### config.mk
export PLATFORM = sky130hd
export DESIGN_NAME = ft232h_rx
export DESIGN_NICKNAME = d
export VERILOG_FILES = /design/src/rtl/ftdi_pkg.sv /design/src/rtl/ft_sync_fifo.sv /design/src/rtl/ft232h_rx.sv
export SDC_FILE = /design/constraint.sdc
export NUM_CORES = 1
export LEC_CHECK = 0
export ABC_AREA = 1
export CORE_ASPECT_RATIO = 1.5
export CORE_UTILIZATION = 30
export DETAILED_ROUTE_END_ITERATION = 16
export RECOVER_POWER = 25
export SKIP_CTS_REPAIR_TIMING = 1
export SLEW_MARGIN = 5
export SYNTH_ARGS = -nofsm -noshare
export SYNTH_HDL_FRONTEND = slang
export SYNTH_SLANG_ARGS = --single-unit
### constraint.sdc
create_clock -name ftdi_clk -period 7.7 [get_ports ftdi_clk]
set_clock_uncertainty 0.15 [all_clocks]
set_input_delay 1.54 -clock ftdi_clk [delete_from_list [all_inputs] [get_ports ftdi_clk]]
set_output_delay 1.54 -clock ftdi_clk [all_outputs]
set_load 0.02 [all_outputs]
### src/rtl/ftdi_pkg.sv
// Shared types and helpers for the FT232H synchronous 245-FIFO receive path.
//   ftdi_rx_state_t : receive FSM states (IDLE, TURN, READ, STOP)
//   FTDI_DATA_W     : width of the FTDI data bus
//   has_room()      : true while at least `headroom` slots stay free
package ftdi_pkg;

    localparam int unsigned FTDI_DATA_W = 8;

    typedef enum logic [1:0] {
        IDLE = 2'd0,
        TURN = 2'd1,
        READ = 2'd2,
        STOP = 2'd3
    } ftdi_rx_state_t;

    function automatic logic has_room(input int unsigned depth,
                                      input int unsigned headroom,
                                      input int unsigned occupancy);
        return (occupancy + headroom) <= depth;
    endfunction

endpackage

### src/rtl/ft_sync_fifo.sv
// Single-clock FIFO with a registered read port.
// A pushed entry becomes visible on pop_valid/pop_data one cycle after the push;
// there is no fall-through path from push_data to pop_data.
// Ports:
//   clk, rst_n     : clock, synchronous active-low reset
//   push/push_data : write one entry (ignored while full)
//   pop            : consume the entry shown on pop_data (ignored while !pop_valid)
//   pop_data       : registered head entry
//   pop_valid      : pop_data holds a real entry
//   level          : occupancy, 0..DEPTH
//   full, empty    : occupancy flags
module ft_sync_fifo #(
    parameter  int unsigned DATA_W = 8,
    parameter  int unsigned DEPTH  = 16,
    localparam int unsigned AW     = $clog2(DEPTH)
) (
    input  logic              clk,
    input  logic              rst_n,
    input  logic              push,
    input  logic [DATA_W-1:0] push_data,
    input  logic              pop,
    output logic [DATA_W-1:0] pop_data,
    output logic              pop_valid,
    output logic [AW:0]       level,
    output logic              full,
    output logic              empty
);

    logic [DATA_W-1:0] mem_q [DEPTH];
    logic [AW:0]       wr_ptr_q, wr_ptr_d;
    logic [AW:0]       rd_ptr_q, rd_ptr_d;
    logic [DATA_W-1:0] dout_q, dout_d;
    logic              valid_q, valid_d;
    logic              do_push, do_pop;

    always_comb begin
        full    = (wr_ptr_q[AW] != rd_ptr_q[AW]) && (wr_ptr_q[AW-1:0] == rd_ptr_q[AW-1:0]);
        empty   = (wr_ptr_q == rd_ptr_q);
        level   = wr_ptr_q - rd_ptr_q;
        do_push = push && !full;
        do_pop  = pop && valid_q;

        wr_ptr_d = wr_ptr_q;
        if (do_push) begin
            wr_ptr_d = wr_ptr_q + 1'b1;
        end
        rd_ptr_d = rd_ptr_q;
        if (do_pop) begin
            rd_ptr_d = rd_ptr_q + 1'b1;
        end

        // The output register is refilled from the pre-edge write pointer, so a
        // byte written this cycle is only shown on the following one.
        valid_d = (wr_ptr_q != rd_ptr_d);
        dout_d  = mem_q[rd_ptr_d[AW-1:0]];
    end

    always_ff @(posedge clk) begin
        if (do_push) begin
            mem_q[wr_ptr_q[AW-1:0]] <= push_data;
        end
    end

    always_ff @(posedge clk) begin
        if (!rst_n) begin
            wr_ptr_q <= '0;
            rd_ptr_q <= '0;
            valid_q  <= 1'b0;
            dout_q   <= '0;
        end else begin
            wr_ptr_q <= wr_ptr_d;
            rd_ptr_q <= rd_ptr_d;
            valid_q  <= valid_d;
            dout_q   <= dout_d;
        end
    end

    assign pop_data  = dout_q;
    assign pop_valid = valid_q;

endmodule

### src/rtl/ft232h_rx.sv
// FT232H synchronous 245-FIFO receive path (host -> FTDI -> FPGA), ftdi_clk domain.
// Drives oe_n/rd_n from rxf_n, captures bytes into a local buffer and presents
// them as an AXI-Stream master.
// Ports:
//   ftdi_clk, ftdi_rst_n : 60 MHz FTDI clock, synchronous active-low reset
//   rxf_n                : low while the FTDI holds unread data
//   data                 : FTDI data bus (valid while oe_n=0)
//   oe_n, rd_n           : FTDI output enable and read strobe (registered)
//   rx_enable            : arbiter grant; no new burst starts while low
//   rx_busy              : high whenever the pins are owned by this path
//   m_axis_*             : received byte stream
//   fifo_level           : buffer occupancy
//   overflow_err         : sticky, a byte arrived while the buffer was full
module ft232h_rx
    import ftdi_pkg::*;
#(
    parameter  int unsigned DEPTH    = 16,
    parameter  int unsigned HEADROOM = 2,
    localparam int unsigned LW       = $clog2(DEPTH) + 1
) (
    input  logic                   ftdi_clk,
    input  logic                   ftdi_rst_n,
    input  logic                   rxf_n,
    input  logic [FTDI_DATA_W-1:0] data,
    output logic                   oe_n,
    output logic                   rd_n,
    input  logic                   rx_enable,
    output logic                   rx_busy,
    output logic [FTDI_DATA_W-1:0] m_axis_tdata,
    output logic                   m_axis_tvalid,
    input  logic                   m_axis_tready,
    output logic [LW-1:0]          fifo_level,
    output logic                   overflow_err
);

    ftdi_rx_state_t state_q, state_d;
    logic           oe_n_q, oe_n_d;
    logic           rd_n_q, rd_n_d;
    logic           rx_busy_q, rx_busy_d;
    logic           overflow_err_q, overflow_err_d;

    logic push, pop;
    logic fifo_full, fifo_empty;
    logic room_idle, room_read;

    always_comb begin
        // The FTDI presents a byte only while our strobe is low and rxf_n still low.
        push = !rd_n_q && !rxf_n;
        pop  = m_axis_tvalid && m_axis_tready;

        room_idle = fifo_empty || has_room(DEPTH, HEADROOM, 32'(fifo_level));
        // In READ the byte captured on this edge is already committed, so the
        // decision to keep rd_n low counts it against the free space.
        room_read = has_room(DEPTH, HEADROOM, 32'(fifo_level) + 32'(push));

        state_d = state_q;
        unique case (state_q)
            IDLE: if (!rxf_n && rx_enable && room_idle) state_d = TURN;
            TURN: state_d = rxf_n ? STOP : READ;
            READ: if (rxf_n || !rx_enable || !room_read) state_d = STOP;
            STOP: state_d = IDLE;
            default: state_d = IDLE;
        endcase

        oe_n_d         = (state_d == IDLE);
        rd_n_d         = (state_d != READ);
        rx_busy_d      = (state_d != IDLE);
        overflow_err_d = overflow_err_q || (push && fifo_full);
    end

    always_ff @(posedge ftdi_clk) begin
        if (!ftdi_rst_n) begin
            state_q        <= IDLE;
            oe_n_q         <= 1'b1;
            rd_n_q         <= 1'b1;
            rx_busy_q      <= 1'b0;
            overflow_err_q <= 1'b0;
        end else begin
            state_q        <= state_d;
            oe_n_q         <= oe_n_d;
            rd_n_q         <= rd_n_d;
            rx_busy_q      <= rx_busy_d;
            overflow_err_q <= overflow_err_d;
        end
    end

    ft_sync_fifo #(
        .DATA_W (FTDI_DATA_W),
        .DEPTH  (DEPTH)
    ) u_fifo (
        .clk       (ftdi_clk),
        .rst_n     (ftdi_rst_n),
        .push      (push),
        .push_data (data),
        .pop       (pop),
        .pop_data  (m_axis_tdata),
        .pop_valid (m_axis_tvalid),
        .level     (fifo_level),
        .full      (fifo_full),
        .empty     (fifo_empty)
    );

    assign oe_n         = oe_n_q;
    assign rd_n         = rd_n_q;
    assign rx_busy      = rx_busy_q;
    assign overflow_err = overflow_err_q;

endmodule
Word-level counts from Yosys, hierarchy flattened --
Memory sizes are Yosys's and may differ from the RTL's. A register that Yosys moved wholly into a read port is not among the register bits. Index checks and enable logic that the tools add are counted. W data, S select, Z words.
Storage, ports and cells: register bits after elaboration 17, bits in latches 0, RAM bits 128, ROM bits 0, output and inout port bits 18, word-level logic and storage cells 53, memories kept 1
Memories:
- u_fifo.mem_q | words 16, width 8, rd ports 1, clocked after memory_dff 1, wr ports 1, RTL line ft_sync_fifo.sv:29 | logic [DATA_W-1:0] mem_q [DEPTH];
Cells by class: $add $sub $neg 6, multipliers 0, div/mod/pow operators 0, order comparisons 2, equal/unequal tests 8, shift operators 0, muxes and demuxes 7, bitwise operators 0, reduce and logical (&&, ||, !) cells 21
Operator list (number):
- $add A5 B1 Y5 const B | 2
- $logic_and A1 B1 Y1 | 8
- $pmux W2 S4 | 1
- $add A6 B2 Y7 const B | 1
- $le A7 B5 Y1 const B | 1
- $add A5 B1 Y6 | 1
- $add A5 B2 Y6 const B | 1
- $le A6 B5 Y1 const B | 1
- $logic_not A1 Y1 | 6
- $eq A5 B5 Y1 | 1
- $mux W5 | 1
- $ne A5 B5 Y1 | 1
- $sub A5 B5 Y5 | 1
- $eq A2 B2 Y1 const B | 2
- $eq A4 B4 Y1 | 1
- $logic_not A2 Y1 | 2
- $logic_or A1 B1 Y1 | 4
- $mux W2 | 2
- $mux W1 | 3
- $eq A2 B1 Y1 const B | 1
- $ne A2 B2 Y1 const B | 1
- $reduce_bool A2 Y1 | 1
- $ne A1 B1 Y1 | 1

Longest topological paths before layout --
depth after elaboration 10, depth in mapped cells 18, mapped depth without buffers 18

Cells and area by module --
From an unflattened synthesis, not the netlist that was laid out.
Second synthesis, totals: cell total of the unflattened synthesis 650, area total of the unflattened synthesis 6879.1 µm²
By module, submodules not included:
- ft_sync_fifo | instances 1, cells each 568, area an instance 6399.9 µm², sequential area each 4224.1 µm²
- ft232h_rx | instances 1, cells each 82, area an instance 479.2 µm², sequential area each 120.1 µm²

Worst setup path before layout --
No wires, ideal clock.
kind register to output, from register u_fifo.wr_ptr_q[0], to output fifo_level[4], arrival time 1447 ps, path slack 4563 ps, cell stages (with the launch flop) 8, path buffers 0, cell sequence dfxtp_1 > inv_1 > ha_1 > inv_1 > fa_1 > nand3_1 > nand3_1 > nand2_1
Between the ends: cells in the longest elaborated chain, start to end 1
Ends and longest elaborated chain:
- start: declaration | RTL line ft_sync_fifo.sv:30 | logic [AW:0] wr_ptr_q, wr_ptr_d;
- start signal: assignment | RTL line ft_sync_fifo.sv:71 | wr_ptr_q <= wr_ptr_d;
- $sub A5 B5 Y5 | RTL line ft_sync_fifo.sv:39 | level = wr_ptr_q - rd_ptr_q;
- end: declaration | RTL line ft232h_rx.sv:32 | output logic [LW-1:0] fifo_level,
Every way passes these cells.

Worst setup path after layout --
from register u_fifo.wr_ptr_q[0], to output fifo_level[2]
The elaborated chain is that of the path after synthesis.

==> flow_metrics.py <==
metrics = {
    "run_status": {
        "outcome": "completed",
    },
    "worst_setup_path": {
        "r2r_cells": 17,
        "max_stage_delay_ns": 0.58,
        "cp_max_fo": 7,
        "crit_required_ns": 6.01,
        "crit_top_cell": "inv_1",
        "cp_slowest_cell": "clkdlybuf4s50_1",
        "crit_type": "flop to primary output",
        "cp-start-kind": "flop",
        "end_kind": "primary output",
        "crit_chain": "inv_1 -> ha_1 -> inv_1 -> fa_1 -> xnor2_1 -> inv_1 -> clkdlybuf4s50_1",
        "cp.arrival_ns": 2.59,
    },
    "place": {
        "dpl_cell_area_sq_um": 7050,
        "dpl.hpwl_um": 8830,
        "gp_congestion": 0.758,
        "place_inst": 854,
        "dp_slack_ns": 3.07,
        "port_buffers": 30,
    },
    "cells_and_area": {
        "area_growth_pct": 17.5,
        "nNetsFinal": 635,
        "fin_cells": 886,
        "final_cell_mix": "edfxtp_1 (128), nor2_1 (96), nand2_1 (78)",
        "final_area_sq_um": 7660,
        "antennaDiodeCount": 0,
        "final_common_cell": "edfxtp_1",
        "layout-drive-gt1-share": 0.0874,
        "fin_util": 0.362,
    },
    "logic_synthesis": {
        "async_reset_ff_frac": 0,
        "synth_cell_types": 33,
        "seq_area_frac_synth": 0.667,
        "synth_fp_nets": 606,
        "synth_ff_type": "edfxtp_1",
        "synth_edf_count": 128,
        "synth_area_per_cell_sq_um": 11.3,
        "yosysWarningCount": 0,
        "syn_inst": 576,
        "syn_area_sq_um": 6510,
        "ys_seq_elements": 153,
    },
    "routing": {
        "vias": 4206,
        "wl_met3_um": 449,
        "met2_length_um": 7730,
        "routed_wl_um": 14000,
        "first_iter_violations": 252,
        "maxUsedRoutingLayer": "met4",
        "wl_per_cell_um": 15.8,
        "postRouteAntennaNets": 0,
        "viasPerCell": 4.75,
        "drc": 0,
        "wl_met1_um": 5560,
        "dr.pass1.iters": 4,
    },
    "sta": {
        "tns_ns": 0,
        "finalHoldViolCount": 0,
        "rsz0062_at_grt": "no",
        "maxSlewHeadroom": 0.289,
        "post-route-period-util": 0.556,
        "fmax_mhz": 234,
        "hold_slack_ns": 0.317,
        "fin_ws_ns": 3.42,
        "min_period_ns": 4.28,
        "setup_viol": 0,
        "worst_pin_slew_ns": 1.07,
        "final_max_slew_viol_count": 0,
    },
    "job": {
        "cap_violations": 0,
    },
    "power_and_ir_drop": {
        "powerDensity_nw_per_um2": 291,
        "power_mw": 2.23,
        "leakage_nw": 2.72,
        "peakVddDrop_mv": 0.136,
    },
    "grt": {
        "grt_overflow_total": 0,
        "grt_pass1_wl_um": 22200,
        "grt_max_degree": 68,
        "antenna_found_initial": 0,
        "track_usage": 0.135,
        "grt_pass1_vias": 4212,
    },
    "floorplanning": {
        "dieWidth_um": 122,
        "start_util": 0.308,
        "dieArea_sq_um": 22300,
        "fp.coreArea_sq_um": 21100,
        "pin_count": 31,
        "die_h_um": 182,
        "rows": 65,
    },
    "clocking": {
        "cts_tree": "yes",
        "clock_latency_ns": 0.42,
        "htreeDepth": 4,
        "cts_buffer_depth": 2,
        "cts_sinks": 153,
        "cts-root-buf": "clkbuf_16",
        "clkTransAtPathRegs_ns": 0.06,
        "numCtsBuffers": 17,
    },
    "hold_path": {
        "hold_depth": 1,
        "holdCritPathClass": "flop to flop",
    },
}
==> state kept, by name, summed over array words and instances, names as in the netlist <==
| register | count |
|---|---|
| u_fifo.wr_ptr_q | 5 |
| state_q | 2 |
| u_fifo.mem_q | 128 |
| rx_busy | 1 |
| overflow_err | 1 |
| u_fifo.pop_valid | 1 |
| oe_n | 1 |
| rd_n | 1 |
| u_fifo.pop_data | 8 |
| u_fifo.rd_ptr_q | 5 |
==> kinds of logic (layout without fill, tap and decap cells) <==
kind of cell,Yosys count,in the layout,synth area share
AOI/OAI and AO/OA,111,111,0.0939
xor gates and xnor gates,8,8,0.0119
adders and majority gates,17,17,0.0338
buffers and inverters,57,99,0.0390
DFF,153,153,0.667
muxes,8,8,0.0138
and+or+nand+nor,222,222,0.141
==> critical path, delay by kind of cell, from the launching register on <==
family | cells | cell delay [ns]
buffers and inverters | 4 | 1.00
adders and majority gates | 2 | 0.57
DFF | 1 | 0.35
xor gates and xnor gates | 1 | 0.27
==> worst paths after layout <==
kind              slack (ns)                            start                 endpoint
hold reg to reg         0.32          overflow_err$_SDFF_PN0_  overflow_err$_SDFF_PN0_
setup / recovery        3.42  u_fifo.wr_ptr_q[0]$_SDFFE_PN0P_            fifo_level[2]
hold / removal          0.32          overflow_err$_SDFF_PN0_  overflow_err$_SDFF_PN0_
setup reg to reg        4.68  u_fifo.wr_ptr_q[0]$_SDFFE_PN0P_          oe_n$_SDFF_PN1_
==> synth_stat cells (5+ instances only) <==
library cell | instances | share of area
edfxtp_1 | 128 | 0.59
nor2_1 | 96 | 0.055
nand2_1 | 78 | 0.045
o21ai_0 | 65 | 0.050
o22ai_1 | 34 | 0.033
nand3_1 | 33 | 0.025
inv_1 | 32 | 0.018
dfxtp_1 | 25 | 0.077
ha_1 | 16 | 0.031
clkbuf_1 | 12 | 0.0069
mux2_2 | 8 | 0.014
a21oi_1 | 6 | 0.0046
buf_2 | 5 | 0.0038
==> report_power, final <==
part           internal, mW  leakage (nW)  switching (mW)  total [mW]
logic                 0.155          1.06           0.275       0.430
registers             0.931          1.36          0.0172       0.948
clock network         0.500         0.296           0.353       0.853
==> area by class of cell <==
class / instances / area (sq um)
Clock buffer: 18 / 439
Clock inverter: 14 / 175
Fill cell: 2088 / 13500
Inverter: 34 / 128
Multi-Input combinational cell: 366 / 1920
Sequential cell: 153 / 4340
Tap cell: 268 / 335
Timing Repair Buffer: 33 / 319
==> layer usage <==
metal,vias up,GRT usage
li1,2093,-
met1,2015,0.144
met2,80,0.252
met3,18,0.0238
met4,0,0.0629
met5,-,0
Power figures use the tool's default switching activity.
